$ cat src/rtl/z80_pkg.sv
// z80_pkg -- shared types for the Z80 control slice.
//   state_t    : controller FSM states (the encoding is visible on State_curr)
//   pc_sel_t   : PC_Select encodings
//   alu_op_t   : ALU_Select operation codes ({0, IR[5:3]} of the 0x80-0xBF group)
//   op_class_t : opcode classes produced by z80_decode
//   dest_t     : 8-bit load destinations (IR[5:3] of the 0x40-0x7F group)
//   pair_t     : 16-bit load targets (IR[5:4] of LD rr,nn)
package z80_pkg;

  typedef enum logic [2:0] {
    ST_IDLE       = 3'd0,
    ST_FETCH_ADDR = 3'd1,
    ST_FETCH_MEM  = 3'd2,
    ST_FETCH_IR   = 3'd3,
    ST_DECODE     = 3'd4,
    ST_OPERAND    = 3'd5,
    ST_EXECUTE    = 3'd6,
    ST_HALT       = 3'd7
  } state_t;

  // PC_PLUS4 is part of the encoding but nothing drives it in this revision.
  typedef enum logic [1:0] {
    PC_SEL_PLUS2 = 2'b00,
    PC_SEL_PLUS4 = 2'b01,
    PC_SEL_HOLD  = 2'b10
  } pc_sel_t;

  typedef enum logic [3:0] {
    ALU_ADD = 4'd0,
    ALU_ADC = 4'd1,
    ALU_SUB = 4'd2,
    ALU_SBC = 4'd3,
    ALU_AND = 4'd4,
    ALU_XOR = 4'd5,
    ALU_OR  = 4'd6,
    ALU_CP  = 4'd7
  } alu_op_t;

  typedef enum logic [2:0] {
    OP_NOP  = 3'd0,
    OP_HALT = 3'd1,
    OP_LD16 = 3'd2,
    OP_LD8  = 3'd3,
    OP_ALU  = 3'd4
  } op_class_t;

  typedef enum logic [2:0] {
    DST_BC_H   = 3'd0,
    DST_BC_L   = 3'd1,
    DST_DE_H   = 3'd2,
    DST_DE_L   = 3'd3,
    DST_HL_H   = 3'd4,
    DST_HL_L   = 3'd5,
    DST_MEM_HL = 3'd6,
    DST_AF_H   = 3'd7
  } dest_t;

  typedef enum logic [1:0] {
    PAIR_BC = 2'd0,
    PAIR_DE = 2'd1,
    PAIR_HL = 2'd2,
    PAIR_SP = 2'd3
  } pair_t;

  // Width of the memory-wait counter; WAIT_MAX must fit in it.
  localparam int WAIT_CNT_W = 16;

endpackage

$ cat src/rtl/z80_decode.sv
// z80_decode -- combinational opcode classifier.
//   ir       in  8 : current opcode
//   op_class out   : NOP / HALT / LD16 / LD8 / ALU
//   dest     out   : 8-bit load destination, IR[5:3]
//   pair     out   : 16-bit load target, IR[5:4]
// Build option: Z80_CTRL_ALU_EN enables the 0x80-0xBF ALU group; without it
// those opcodes fall through to NOP.
module z80_decode
  import z80_pkg::*;
(
  input  logic [7:0] ir,
  output op_class_t  op_class,
  output dest_t      dest,
  output pair_t      pair
);

  always_comb begin
    op_class = OP_NOP;
    if (ir == 8'h76) begin
      // 0x76 sits inside the LD r,r' block but is HALT.
      op_class = OP_HALT;
    end else if ((ir[7:6] == 2'b00) && (ir[3:0] == 4'h1)) begin
      op_class = OP_LD16;  // 0x01 / 0x11 / 0x21 / 0x31
    end else if (ir[7:6] == 2'b01) begin
      op_class = OP_LD8;
`ifdef Z80_CTRL_ALU_EN
    end else if (ir[7:6] == 2'b10) begin
      op_class = OP_ALU;
`endif
    end
  end

  assign dest = dest_t'(ir[5:3]);
  assign pair = pair_t'(ir[5:4]);

endmodule

$ cat src/rtl/z80_control.sv
// z80_control -- instruction sequencing FSM for the Z80-style datapath.
//   Clk, Reset (async, active low), Run (stop at instruction boundary when low)
//   IR  : opcode; SP : reserved, unused in this revision
//   mem_resp : memory completed the current access
//   State_curr : FSM state; PC_Select, *_Load strobes, mux selects,
//   mem_read/mem_write/mem_byte_enable, ALU_Select : datapath controls
// Parameter WAIT_MAX: cycles allowed for mem_resp before HALT (0 = forever).
// Build option: Z80_CTRL_ALU_EN enables ALU execution (else ALU_Select = 0).
//
// Memory handshake: mem_read or mem_write is asserted in a waiting state and
// held unchanged until mem_resp is sampled high on a rising Clk edge, which
// completes the access and leaves the state. mem_resp seen in any other state
// has no effect. mem_read and mem_write are never asserted together.
module z80_control
  import z80_pkg::*;
#(
  parameter int WAIT_MAX = 0
) (
  input  logic        Clk,
  input  logic        Reset,
  input  logic        Run,
  input  logic [7:0]  IR,
  input  logic [15:0] SP,
  input  logic        mem_resp,
  output logic [2:0]  State_curr,
  output logic [1:0]  PC_Select,
  output logic        PC_Load,
  output logic        IL_Load,
  output logic        MAL_Load,
  output logic        MDL_Load,
  output logic        SP_Load,
  output logic        MAR_Select,
  output logic        MDR_Select,
  output logic        Addr_Select,
  output logic        mem_read,
  output logic        mem_write,
  output logic [1:0]  mem_byte_enable,
  output logic [3:0]  ALU_Select,
  output logic        AF_Load,
  output logic        BC_Load,
  output logic        DE_Load,
  output logic        HL_Load,
  output logic        AF_H_Load,
  output logic        BC_H_Load,
  output logic        DE_H_Load,
  output logic        HL_H_Load,
  output logic        AF_L_Load,
  output logic        BC_L_Load,
  output logic        DE_L_Load,
  output logic        HL_L_Load
);

  localparam logic [WAIT_CNT_W-1:0] WAIT_LAST = WAIT_CNT_W'(WAIT_MAX - 1);

  state_t                  state, state_next;
  logic [WAIT_CNT_W-1:0]   wait_cnt;
  op_class_t               op_class;
  dest_t                   dest;
  pair_t                   pair;
  logic                    mem_dest;
  logic                    waiting;
  logic                    timeout;
  state_t                  done_state;
  logic                    sp_unused;

  assign sp_unused = ^SP;

  z80_decode u_decode (
    .ir       (IR),
    .op_class (op_class),
    .dest     (dest),
    .pair     (pair)
  );

  assign mem_dest   = (op_class == OP_LD8) && (dest == DST_MEM_HL);
  assign waiting    = (state == ST_FETCH_MEM) || (state == ST_OPERAND) ||
                      ((state == ST_EXECUTE) && mem_dest);
  // The cycle in which the counter holds WAIT_MAX-1 is the WAIT_MAX-th
  // waiting cycle; without a response there, give up.
  assign timeout    = (WAIT_MAX != 0) && waiting && !mem_resp &&
                      (wait_cnt == WAIT_LAST);
  assign done_state = Run ? ST_FETCH_ADDR : ST_IDLE;
  assign State_curr = state;

  // State register and wait counter.
  always_ff @(posedge Clk or negedge Reset) begin
    if (!Reset) begin
      state    <= ST_IDLE;
      wait_cnt <= '0;
    end else begin
      state    <= state_next;
      wait_cnt <= (waiting && (state_next == state)) ?
                  wait_cnt + WAIT_CNT_W'(1) : '0;
    end
  end

  // Next-state logic.
  always_comb begin
    state_next = state;
    case (state)
      ST_IDLE:       if (Run) state_next = ST_FETCH_ADDR;
      ST_FETCH_ADDR: state_next = ST_FETCH_MEM;
      ST_FETCH_MEM: begin
        if (mem_resp)     state_next = ST_FETCH_IR;
        else if (timeout) state_next = ST_HALT;
      end
      ST_FETCH_IR:   state_next = ST_DECODE;
      ST_DECODE: begin
        case (op_class)
          OP_HALT:        state_next = ST_HALT;
          OP_LD16:        state_next = ST_OPERAND;
          OP_LD8, OP_ALU: state_next = ST_EXECUTE;
          default:        state_next = done_state;
        endcase
      end
      ST_OPERAND: begin
        if (mem_resp)     state_next = ST_EXECUTE;
        else if (timeout) state_next = ST_HALT;
      end
      ST_EXECUTE: begin
        if (!mem_dest)    state_next = done_state;
        else if (mem_resp) state_next = done_state;
        else if (timeout) state_next = ST_HALT;
      end
      ST_HALT:       if (!Run) state_next = ST_IDLE;
      default:       state_next = ST_IDLE;
    endcase
  end

  // Output decode.
  always_comb begin
    PC_Select       = PC_SEL_HOLD;
    PC_Load         = 1'b0;
    IL_Load         = 1'b0;
    MAL_Load        = 1'b0;
    MDL_Load        = 1'b0;
    SP_Load         = 1'b0;
    MAR_Select      = 1'b0;
    MDR_Select      = 1'b0;
    Addr_Select     = 1'b0;
    mem_read        = 1'b0;
    mem_write       = 1'b0;
    mem_byte_enable = 2'b00;
    ALU_Select      = 4'd0;
    AF_Load         = 1'b0;
    BC_Load         = 1'b0;
    DE_Load         = 1'b0;
    HL_Load         = 1'b0;
    AF_H_Load       = 1'b0;
    BC_H_Load       = 1'b0;
    DE_H_Load       = 1'b0;
    HL_H_Load       = 1'b0;
    AF_L_Load       = 1'b0;
    BC_L_Load       = 1'b0;
    DE_L_Load       = 1'b0;
    HL_L_Load       = 1'b0;
    case (state)
      ST_FETCH_ADDR: MAL_Load = 1'b1;
      ST_FETCH_MEM: begin
        mem_read        = 1'b1;
        mem_byte_enable = 2'b11;
      end
      ST_FETCH_IR: begin
        IL_Load   = 1'b1;
        PC_Load   = 1'b1;
        PC_Select = PC_SEL_PLUS2;
      end
      ST_OPERAND: begin
        mem_read        = 1'b1;
        mem_byte_enable = 2'b11;
        // Operand lands in MDL and PC steps past it in the completing cycle.
        if (mem_resp) begin
          MDL_Load  = 1'b1;
          PC_Load   = 1'b1;
          PC_Select = PC_SEL_PLUS2;
        end
      end
      ST_EXECUTE: begin
        case (op_class)
          OP_LD16: begin
            case (pair)
              PAIR_BC: BC_Load = 1'b1;
              PAIR_DE: DE_Load = 1'b1;
              PAIR_HL: HL_Load = 1'b1;
              PAIR_SP: SP_Load = 1'b1;
              default: ;
            endcase
          end
          OP_LD8: begin
            case (dest)
              DST_BC_H: BC_H_Load = 1'b1;
              DST_BC_L: BC_L_Load = 1'b1;
              DST_DE_H: DE_H_Load = 1'b1;
              DST_DE_L: DE_L_Load = 1'b1;
              DST_HL_H: HL_H_Load = 1'b1;
              DST_HL_L: HL_L_Load = 1'b1;
              DST_AF_H: AF_H_Load = 1'b1;
              DST_MEM_HL: begin
                mem_write       = 1'b1;
                Addr_Select     = 1'b1;
                mem_byte_enable = 2'b01;
              end
              default: ;
            endcase
          end
`ifdef Z80_CTRL_ALU_EN
          OP_ALU: begin
            ALU_Select = {1'b0, dest};
            AF_H_Load  = 1'b1;
            AF_L_Load  = 1'b1;
          end
`endif
          default: ;
        endcase
      end
      default: ;
    endcase
  end

endmodule

$ cat config.mk
export PLATFORM = sky130hd
export DESIGN_NAME = z80_control
export DESIGN_NICKNAME = d
export VERILOG_FILES = /design/src/rtl/z80_pkg.sv /design/src/rtl/z80_decode.sv /design/src/rtl/z80_control.sv
export SDC_FILE = /design/constraint.sdc
export NUM_CORES = 1
export LEC_CHECK = 0
export ABC_AREA = 1
export BUFFER_PORTS_ARGS = -buffer_cell sky130_fd_sc_hd__buf_2
export CORE_MARGIN = 10
export CORE_UTILIZATION = 37
export DETAILED_ROUTE_END_ITERATION = 7
export MAX_ROUTING_LAYER = met4
export PLACE_DENSITY_LB_ADDON = 0.2
export SETUP_SLACK_MARGIN = 0.5
export SLEW_MARGIN = 25
export SYNTH_ARGS = -nofsm -noshare
export SYNTH_HDL_FRONTEND = slang
export SYNTH_SLANG_ARGS = --single-unit
$ cat constraint.sdc
create_clock -name Clk -period 3.9 [get_ports Clk]
set_input_delay 0.585 -clock Clk [delete_from_list [all_inputs] [get_ports Clk]]
set_output_delay 0.585 -clock Clk [all_outputs]
set_load 0.02 [all_outputs]
==> results of run 1 <==
-- worst reg2reg max path: cells and delay by family (launching register included) --
family	cells	cell delay (ns)
DFF	1	0.58
and+or+nand+nor	7	0.67
-- per-layer routing --
| layer | global-route usage (%) | part of all wire [%] | wire (µm) | vias up |
|---|---|---|---|---|
| met5 | - | 0 | 0 | - |
| met4 | 1.88 | 0 | 0 | 0 |
| met3 | 3.50 | 10 | 172 | 0 |
| met2 | 13.3 | 50 | 855 | 20 |
| met1 | 10.0 | 39 | 666 | 291 |
| li1 | - | - | - | 375 |
-- report_power, final --
part           switching [W]  internal [W]  leakage (nW)
registers          0.0000390     0.0000471        0.0368
logic               0.000214      0.000109         0.435
clock network      0.0000164     0.0000384        0.0150
total               0.000269      0.000195         0.486
-- cells by family after synthesis --
family                     after synthesis  synth area share [%]
AOI/OAI and AO/OA                        2                  3.41
buffers and inverters                   30                  27.1
other                                    1                 0.602
and+or+nand+nor                         66                  50.8
DFF                                      3                  12.0
adders and majority gates                3                  6.02
-- final cells by class --
type	instances	area, µm²	share of cell area, %
well taps	16	20.0	2.60
multi-input cells	80	409	53.2
repair buffers	35	175	22.8
flip-flops and latches	3	75.1	9.76
inverters	17	63.8	8.29
clock buffers	4	26.3	3.41
-- worst max path at each step --
| stage | start | to |
|---|---|---|
| global placement | IR[3] | mem_byte_enable[0] |
| global route | IR[3] | mem_byte_enable[0] |
| finish | IR[3] | mem_byte_enable[0] |
| floorplan | IR[3] | mem_write |
| detailed placement | IR[3] | mem_byte_enable[0] |
| CTS | IR[3] | mem_byte_enable[0] |
-- cell usage after synthesis --
| library cell | n |
|---|---|
| nand2_1 | 22 |
| inv_1 | 17 |
| nor2_1 | 14 |
| buf_4 | 11 |
| nand3_1 | 11 |
| nor3_1 | 8 |
| dfrtp_1 | 3 |
| ha_1 | 3 |
| nand2_2 | 3 |
| buf_6 | 2 |
| nand2_4 | 2 |
| nand3b_1 | 2 |
| a21oi_1 | 1 |
| conb_1 | 1 |
| nor2_2 | 1 |
| nor2_4 | 1 |
| nor4_1 | 1 |
| o21ai_4 | 1 |
| or2_2 | 1 |
-- metrics by stage --
| step | power, W | hold WS [ns] | instances |
|---|---|---|---|
| finish | 0.000464 | 0.137 | 155 |
| global placement | 0.000412 | 0.382 | 151 |
| CTS | 0.000474 | 0.132 | 155 |
| detailed placement | 0.000415 | 0.385 | 151 |
| global route | 0.000516 | 0.136 | 155 |
| floorplan | 0.000354 | 0.289 | 113 |
==> results.ini, run 1 <==
[outcome]
outcome = finished clean

[global_routing]
grtUsageTotal_pct = 8.52
grt_pass1_vias = 564
grt_antenna_before_repair = 0
grt_pass1_wl_mm = 2.51
overflow = 0
grt_max_degree = 11

[yosys]
syn_area_um2 = 623
synth.distinct_cells = 19
synth_warnings = 0
synth_area_leaders = buf_4, nand2_1, dfrtp_1
synthesis.instances = 105
ys_seq_area_share_pct = 12.0
synth_top_area_share_pct = 13.3
yosysTopAreaCell = buf_4
synth_area_per_cell_um2 = 5.93
synth_seq_cells = 3

[worst_setup_path]
cp_cell_sequence = buf_2 -> nor2_1 -> nand3_1 -> nor3_1 -> nor2_1 -> nor2_1 -> ha_1 -> nand2_1 -> nor2_1 -> nand2_2 -> nand2_2 -> buf_2
r2r_setup_slack_ns = 2.54
cp_max_fo = 7
crit_top_cell = nor2_1
path_buf_inv = 2
cp_top_family = simple AND/OR/NAND/NOR gates
path_depth = 12
worst_setup_path_end_kind = output port
timing.rr.start = State_curr[2]
timing.rr.end = State_curr[2]
slowest_delay_ns = 0.23
worst_setup_path_start_kind = input pin
slowest_stage = ha_1
worst_ep_arrival_time_ns = 2.09
path_class = input pin to output port
worstRegToRegCells = 7
required_ns = 3.31

[layout]
final_area_um2 = 769
drive_gt1_share_pct = 33.8
final_common_cell = buf_2
n_fill_cell = 182
syn_to_final_growth_pct = 23.5
nets = 171
layout_common_cells = buf_2, nand2_1, inv_1, nor2_1, nand3_1
largest_reg_flops = 3
fin_util_pct = 49.9
antenna_cells = 0

[placed_design]
portBuffers = 35
gp_congestion = 0.784
placed_area_um2 = 743
hpwlAfterDp_mm = 1.53
dpl_worst_slack_ns = 1.21

[floorplan]
fp.dieH_um = 61.0
start_util_pct = 40.4
io_pins = 61
die_x_um = 61.0
die_area_mm2 = 0.00373
core_mm2 = 0.00154
rows = 14

[routing]
drtIter0Drc = 8
wl_per_cell_um = 10.9
viasPerCell = 4.43
routed_wl_mm = 1.70
ant_nets = 0
drc = 0
vias = 686
drt-pass1-iter-count = 4

[clock_tree]
cts_htree_levels = 1
tritoncts = built
cts_root_buf = clkbuf_4
clock_path_buffers = 2
insertion_delay_ns = 0.23
post_cts_buffers = 0
clkTransAtPathRegs_ns = 0.04
holdBufCountCts = 0
cts-resized-gates = 0
numCtsBuffers = 3
cts_sinks = 3

[sta]
drv_slew = 0
setup_viol = 0
hold_viol = 0
finalClockSkew_ns = 0.00198
fin_crit_sh_pct = 68.5
setup_ws_ns = 1.23
fmax_mhz = 374
fin_setup_tns_ns = 0
period_minus_slack_ns = 2.67
rsz0062_at_grt = no

[pwr]
p_leak_nw = 0.486
power.density_mw_per_mm2 = 604
ir_drop_mv = 0.382

[hold_path]
hold_path.class = input pin to async pin

[run]
drv_cap = 0

(Power assumes the default switching activity.)
==> run 2: changes to the inputs <==
--- a/config.mk
+++ b/config.mk
@@ -5,10 +5,10 @@
 export SDC_FILE = /design/constraint.sdc
 export NUM_CORES = 1
 export LEC_CHECK = 0
-export ABC_AREA = 1
+export ABC_AREA = 0
 export BUFFER_PORTS_ARGS = -buffer_cell sky130_fd_sc_hd__buf_2
 export CORE_MARGIN = 10
-export CORE_UTILIZATION = 37
+export CORE_UTILIZATION = 31
 export DETAILED_ROUTE_END_ITERATION = 7
 export MAX_ROUTING_LAYER = met4
 export PLACE_DENSITY_LB_ADDON = 0.2
==> constraint.sdc (replaced) <==
create_clock -name Clk -period 2.1 [get_ports Clk]
set_input_delay 0.315 -clock Clk [delete_from_list [all_inputs] [get_ports Clk]]
set_output_delay 0.315 -clock Clk [all_outputs]
set_load 0.02 [all_outputs]
==> results.ini, run 2 <==
[clock_tree]
numCtsBuffers = 3  ; unchanged
insertion_delay_ns = 0.24  ; about the same
cts_root_buf = clkbuf_4
cts_htree_levels = 1  ; unchanged
clock_path_buffers = 2  ; unchanged
clkTransAtPathRegs_ns = 0.04  ; about the same
cts_sinks = 3  ; unchanged
tritoncts = built

[yosys]
synth_seq_cells = 3  ; unchanged
async_flop_share_pct = 100  ; unchanged
synth_area_leaders = buf_4, dfrtp_1, ha_1
synth_commonest_cells = buf_4, nor2_1, nand2_1
syn_area_um2 = 599  ; -3.8%
yosys_most_used_dff = dfrtp_1
ys_seq_area_share_pct = 12.5  ; +0.48 points
yosysTopAreaCell = buf_4
synth.most_common_cell = buf_4
synth_area_per_cell_um2 = 7.59  ; +28%
synth_warnings = 0  ; unchanged
synthesis.instances = 79  ; -25%
synth.distinct_cells = 38  ; +19
synth_edf_count = 0  ; unchanged
synth_top_area_share_pct = 13.8  ; +0.53 points

[pwr]
p_sw_share_pct = 46.1  ; -12 points
clockPowerShare_pct = 7.8  ; -4.0 points
ir_drop_mv = 0.791  ; +110%
p_seq_share_pct = 9.0  ; -9.5 points
power.density_mw_per_mm2 = 992  ; +64%
p_leak_nw = 0.634  ; +30%
p_int_w = 0.000740  ; +280%
p_sw_w = 0.000633  ; +140%
combPwrFrac_pct = 83.2  ; +14 points

[sta]
drv_slew = 0  ; unchanged
fmax_mhz = 484
setup_viol = 0  ; unchanged
rsz0062_at_grt = yes
setup_ws_ns = 0.0329  ; -1.20 ns
fin_crit_sh_pct = 98.4
timing.hold.ws_ns = 0.396  ; +0.259 ns
fin_setup_tns_ns = 0  ; unchanged
finalClockSkew_ns = 0.00308  ; +0.00109 ns
period_minus_slack_ns = 2.07
hold_viol = 0  ; unchanged

[layout]
antenna_cells = 0  ; unchanged
final_common_cell = buf_4
largest_reg_flops = 3  ; unchanged
fin_util_pct = 77.7  ; +28 points
layout_common_cells = buf_4, buf_6, buf_2, conb_1
drive_gt1_share_pct = 75.0  ; +41 points
nets = 172  ; +0.58%
final_area_mm2 = 0.00139  ; +80%
n_fill_cell = 113  ; -38%
syn_to_final_growth_pct = 131

[outcome]
outcome = finished clean

[routing]
viasPerCell = 4.92  ; +11%
drt-pass1-iter-count = 4  ; unchanged
drc = 0  ; unchanged
ant_nets = 0  ; unchanged
wl_per_cell_um = 16.0  ; +47%
vias = 811  ; +18%
drtIter0Drc = 33  ; +25
routed_wl_mm = 2.65  ; +56%

[worst_setup_path]
slowest_delay_ns = 0.19  ; -0.04 ns
worst_setup_path_start_kind = input pin
path_depth = 9  ; -3
worstRegToRegCells = 4  ; -3
path_buf_inv = 2  ; unchanged
worst_setup_path_end_kind = output port
timing.rr.end = State_curr[1]
worst_ep_arrival_time_ns = 1.75  ; -0.34 ns
r2r_setup_slack_ns = 0.66  ; -1.88 ns
cp-startpoint = IR[2]
slowest_stage = o21a_1
required_ns = 1.78  ; -1.53 ns
cp_cell_sequence = buf_6 -> nor4bb_4 -> a31oi_1 -> o21a_1 -> ha_2 -> nand4b_1 -> a21oi_2 -> o21bai_4 -> buf_6
cp_top_family = compound AO/OA/AOI/OAI gates
endpoint = mem_byte_enable[0]
path_class = input pin to output port
timing.rr.start = State_curr[2]
cp_max_fo = 4  ; -3
crit_top_cell = buf_6

[floorplan]
core_mm2 = 0.00178  ; +16%
fp.dieH_um = 64.0  ; +4.8%
io_pins = 61  ; unchanged
die_x_um = 64.0  ; +4.8%
start_util_pct = 33.6  ; -6.8 points
rows = 15  ; +1
die_area_mm2 = 0.00409  ; +9.8%

[global_routing]
grt_antenna_before_repair = 0  ; unchanged
overflow = 0  ; unchanged
grt_max_degree = 16  ; +5
grt_pass1_wl_mm = 3.77  ; +50%
grt_pass1_vias = 842  ; +49%
grtUsageTotal_pct = 11.5  ; +3.0 points

[placed_design]
hpwlAfterDp_mm = 1.75  ; +15%
portBuffers = 35  ; unchanged
dpl_worst_slack_ns = -0.0885  ; -1.30 ns
gp_congestion = 0.741  ; -5.4%
placed_area_um2 = 888  ; +20%

[hold_path]
hold_path.class = input pin to async pin

[run]
drv_cap = 0  ; unchanged

[run 2: changes by cell type in the layout (fill, tap and decap cells not counted), moves of 8 or more]
cell / delta
buf_4: +25
buf_2: -23
buf_6: +22
nand2_1: -19
inv_1: -16
nand3_1: -11
nor2_1: -11
nor3_1: -8
[run 2: stage by stage]
| step | total power, W | instances |
|---|---|---|
| 2_1_floorplan | 0.000637 | 87 |
| 3_3_place_gp | 0.000781 | 141 |
| 3_5_place_dp | 0.000795 | 141 |
| 4_1_cts | 0.00110 | 158 |
| 5_1_grt | 0.00146 | 165 |
| 6_report | 0.00137 | 165 |
[run 2: worst min-delay path by stage]
stage,cells past startpoint,end,slack [ns],startpoint
global placement,1,State_curr[1],0.11,Reset
floorplan,0,State_curr[0],0.02,Reset
CTS,2,State_curr[1],0.41,Reset
finish,2,State_curr[1],0.40,Reset
detailed placement,1,State_curr[1],0.12,Reset
global route,2,State_curr[2],0.40,Reset
[run 2: cell families (layout without fill, tap and decap cells)]
logic type,count (synthesis),after routing,synth area share (%)
buffers and inverters,16,69,18.4
flip-flops,3,3,12.5
AND/OR/NAND/NOR,40,40,39.9
other,1,9,0.626
AO/OA/AOI/OAI,13,13,15.0
adder cells (fa/ha/maj),3,3,6.26
multiplexers,3,3,7.31
[run 2: per-layer routing]
layer	vias up	wire [µm]	global-route usage [%]
met5	-	0	-
met4	0	51	5.74
met1	379	931	10.6
met2	43	1440	21.0
met3	6	226	3.48
li1	383	-	-
[run 2: worst register-to-register path, delay by kind of cell (launching register included)]
family	cells	cell delay (ns)
buffers and inverters	2	0.30
flip-flops	1	0.43
multiplexers	1	0.44
AND/OR/NAND/NOR	1	0.14
[run 2: power by group through the flow]
stage / sequential, W / combinational (W) / clock (W)
CTS: 0.000118 / 0.000878 / 0.000103
floorplan: 0.000176 / 0.000461 / 0
global placement: 0.000128 / 0.000653 / 0
detailed placement: 0.000131 / 0.000664 / 0
global route: 0.000126 / 0.00122 / 0.000115
finish: 0.000124 / 0.00114 / 0.000107
[run 2: layout make-up]
cell class	count	area, µm²	share of cell area, %
well taps	25	31.3	2.26
repair buffers	62	541	39.0
multi-input cells	68	693	50.0
clock buffers	4	26.3	1.90
inverters	3	16.3	1.17
flip-flops and latches	3	77.6	5.60
[run 2: timing repair]
action,4_1_cts,5_1_grt
hold buffers,1,0
setup buffers,12,7
endpoints found under the setup margin,21,23
hold endpoints to repair,3,0
resized for setup,39,39
gates cloned,0,0
pin swaps,6,10
==> run 3: changes to the inputs <==
--- a/config.mk
+++ b/config.mk
@@ -9,6 +9,7 @@
 export BUFFER_PORTS_ARGS = -buffer_cell sky130_fd_sc_hd__buf_2
 export CORE_MARGIN = 10
 export CORE_UTILIZATION = 31
+export CTS_BUF_LIST = sky130_fd_sc_hd__clkbuf_8 sky130_fd_sc_hd__clkbuf_16
 export DETAILED_ROUTE_END_ITERATION = 7
 export MAX_ROUTING_LAYER = met4
 export PLACE_DENSITY_LB_ADDON = 0.2
==> results.ini, run 3 (synthesis results as in run 2) <==
[sta]
setup_viol = 0  ; unchanged
fin_crit_sh_pct = 99.5  ; +1.1 points
finalClockSkew_ns = 0.000209  ; -0.00287 ns
drv_slew = 0  ; unchanged
period_minus_slack_ns = 2.09  ; +0.0231 ns
rsz0062_at_grt = yes
fmax_mhz = 478  ; -1.1%
hold_viol = 0  ; unchanged

[layout]
largest_reg_flops = 3  ; unchanged
n_fill_cell = 128  ; +13%
final_area_mm2 = 0.00135  ; -2.8%
final_common_cell = buf_4
nets = 168  ; -2.3%
antenna_cells = 0  ; unchanged
drive_gt1_share_pct = 73.5  ; -1.5 points
layout_common_cells = buf_4, buf_6, buf_2, conb_1
fin_util_pct = 75.5  ; -2.2 points
syn_to_final_growth_pct = 125

[worst_setup_path]
worst_ep_arrival_time_ns = 1.78  ; +0.03 ns
cp_max_fo = 4  ; unchanged
worst_setup_path_start_kind = input pin
path_buf_inv = 2  ; unchanged
cp_top_family = compound AO/OA/AOI/OAI gates
path_class = input pin to output port
slowest_delay_ns = 0.20  ; about the same
required_ns = 1.78  ; about the same
worst_setup_path_end_kind = output port
slowest_stage = nand4b_1
cp_cell_sequence = buf_6 -> nor4bb_4 -> a31oi_1 -> o21a_1 -> ha_2 -> nand4b_1 -> a21oi_2 -> o21bai_4 -> buf_6
crit_top_cell = buf_6

[clock_tree]
insertion_delay_ns = 0.22  ; -0.02 ns
numCtsBuffers = 3  ; unchanged
cts_root_buf = clkbuf_8
tritoncts = built
cts_htree_levels = 1  ; unchanged
clock_path_buffers = 2  ; unchanged
clkTransAtPathRegs_ns = 0.03  ; about the same
cts_sinks = 3  ; unchanged

[routing]
wl_per_cell_um = 16.7  ; +4.1%
drt-pass1-iter-count = 4  ; unchanged
routed_wl_mm = 2.69  ; +1.6%
drtIter0Drc = 24  ; -27%
drc = 0  ; unchanged
ant_nets = 0  ; unchanged
viasPerCell = 4.98  ; +1.3%
vias = 802  ; -1.1%

[run]
drv_cap = 0  ; unchanged

[pwr]
p_leak_nw = 0.615  ; -3.0%
power.density_mw_per_mm2 = 978  ; -1.4%
ir_drop_mv = 0.794  ; +0.41%
power.total_w = 0.00132  ; -4.2%

[floorplan]
rows = 15  ; unchanged
io_pins = 61  ; unchanged
die_area_mm2 = 0.00409  ; unchanged
die_x_um = 64.0  ; unchanged
fp.dieH_um = 64.0  ; unchanged
start_util_pct = 33.6  ; unchanged
core_mm2 = 0.00178  ; unchanged

[global_routing]
grt_pass1_wl_mm = 3.84  ; +1.8%
grtUsageTotal_pct = 11.7  ; +0.18 points
grt_max_degree = 16  ; unchanged
grt_pass1_vias = 834  ; -0.95%
overflow = 0  ; unchanged
grt_antenna_before_repair = 0  ; unchanged

[placed_design]
placed_area_um2 = 888  ; unchanged
hpwlAfterDp_mm = 1.75  ; unchanged
portBuffers = 35  ; unchanged
gp_congestion = 0.741  ; unchanged

[outcome]
outcome = finished clean

[hold_path]
hold_path.class = input pin to async pin

==> run 3: changes by cell type in the layout (fill, tap and decap cells not counted), moves of 2 or more <==
cell / before / now
buf_6: 22 / 19
clkbuf_4: 3 / 0
clkbuf_8: 0 / 3
inv_1: 1 / 3
==> run 3: worst register-to-register path, delay by kind of cell (launching register included) <==
family,cells,cell delay (ns)
flops,1,0.40
buf+inv,2,0.30
compound gates,2,0.26
simple gates,1,0.30
==> run 3: worst paths after layout <==
path	from	to	slack (ns)	cells past startpoint
min reg2reg	State_curr[0]	State_curr[0]	0.78	3
min	Reset	State_curr[1]	0.43	2
max in group asynchronous	Reset	State_curr[2]	1.55	2
max	IR[2]	mem_byte_enable[0]	0.01	9
max reg2reg	State_curr[1]	State_curr[0]	0.73	5
min in group Clk	Run	State_curr[2]	0.47	3
==> run 3: where the power goes <==
group | switching (W) | internal (W)
clock | 0.0000387 | 0.000124
sequential | 0.0000314 | 0.0000904
combinational | 0.000533 | 0.000499
==> run 3: cell type report <==
class | count | area [µm²] | share of cell area [%]
clock inverters | 1 | 3.75 | 0.279
well taps | 25 | 31.3 | 2.32
flip-flops and latches | 3 | 77.6 | 5.76
multi-input cells | 68 | 682 | 50.7
repair buffers | 58 | 494 | 36.7
inverters | 3 | 16.3 | 1.21
clock buffers | 3 | 41.3 | 3.07
==> run 3: metal layers <==
metal	track usage, %	vias up	share of wire [%]
li1	-	373	-
met2	20.4	40	56
met5	-	-	0
met4	6.56	0	1.3
met1	11.2	385	36
met3	3.66	4	7.1
==> run 3: through the flow <==
stage               hold slack [ns]  setup slack [ns]  setup TNS [ns]  instances
finish                        0.426           0.00982               0        161
detailed placement            0.116           -0.0885         -0.0914        141
global route                  0.448           -0.0533          -0.206        161
CTS                           0.425            0.0410               0        158
global placement              0.108           -0.0163         -0.0163        141
floorplan                    0.0194             0.259               0         87
==> run 3: repair_timing <==
action | CTS | global route
endpoints found under the setup margin | 21 | 22
hold buffers | 1 | 0
setup buffers | 12 | 3
pin swaps | 6 | 8
resized for setup | 36 | 35
hold endpoints to repair | 3 | 0
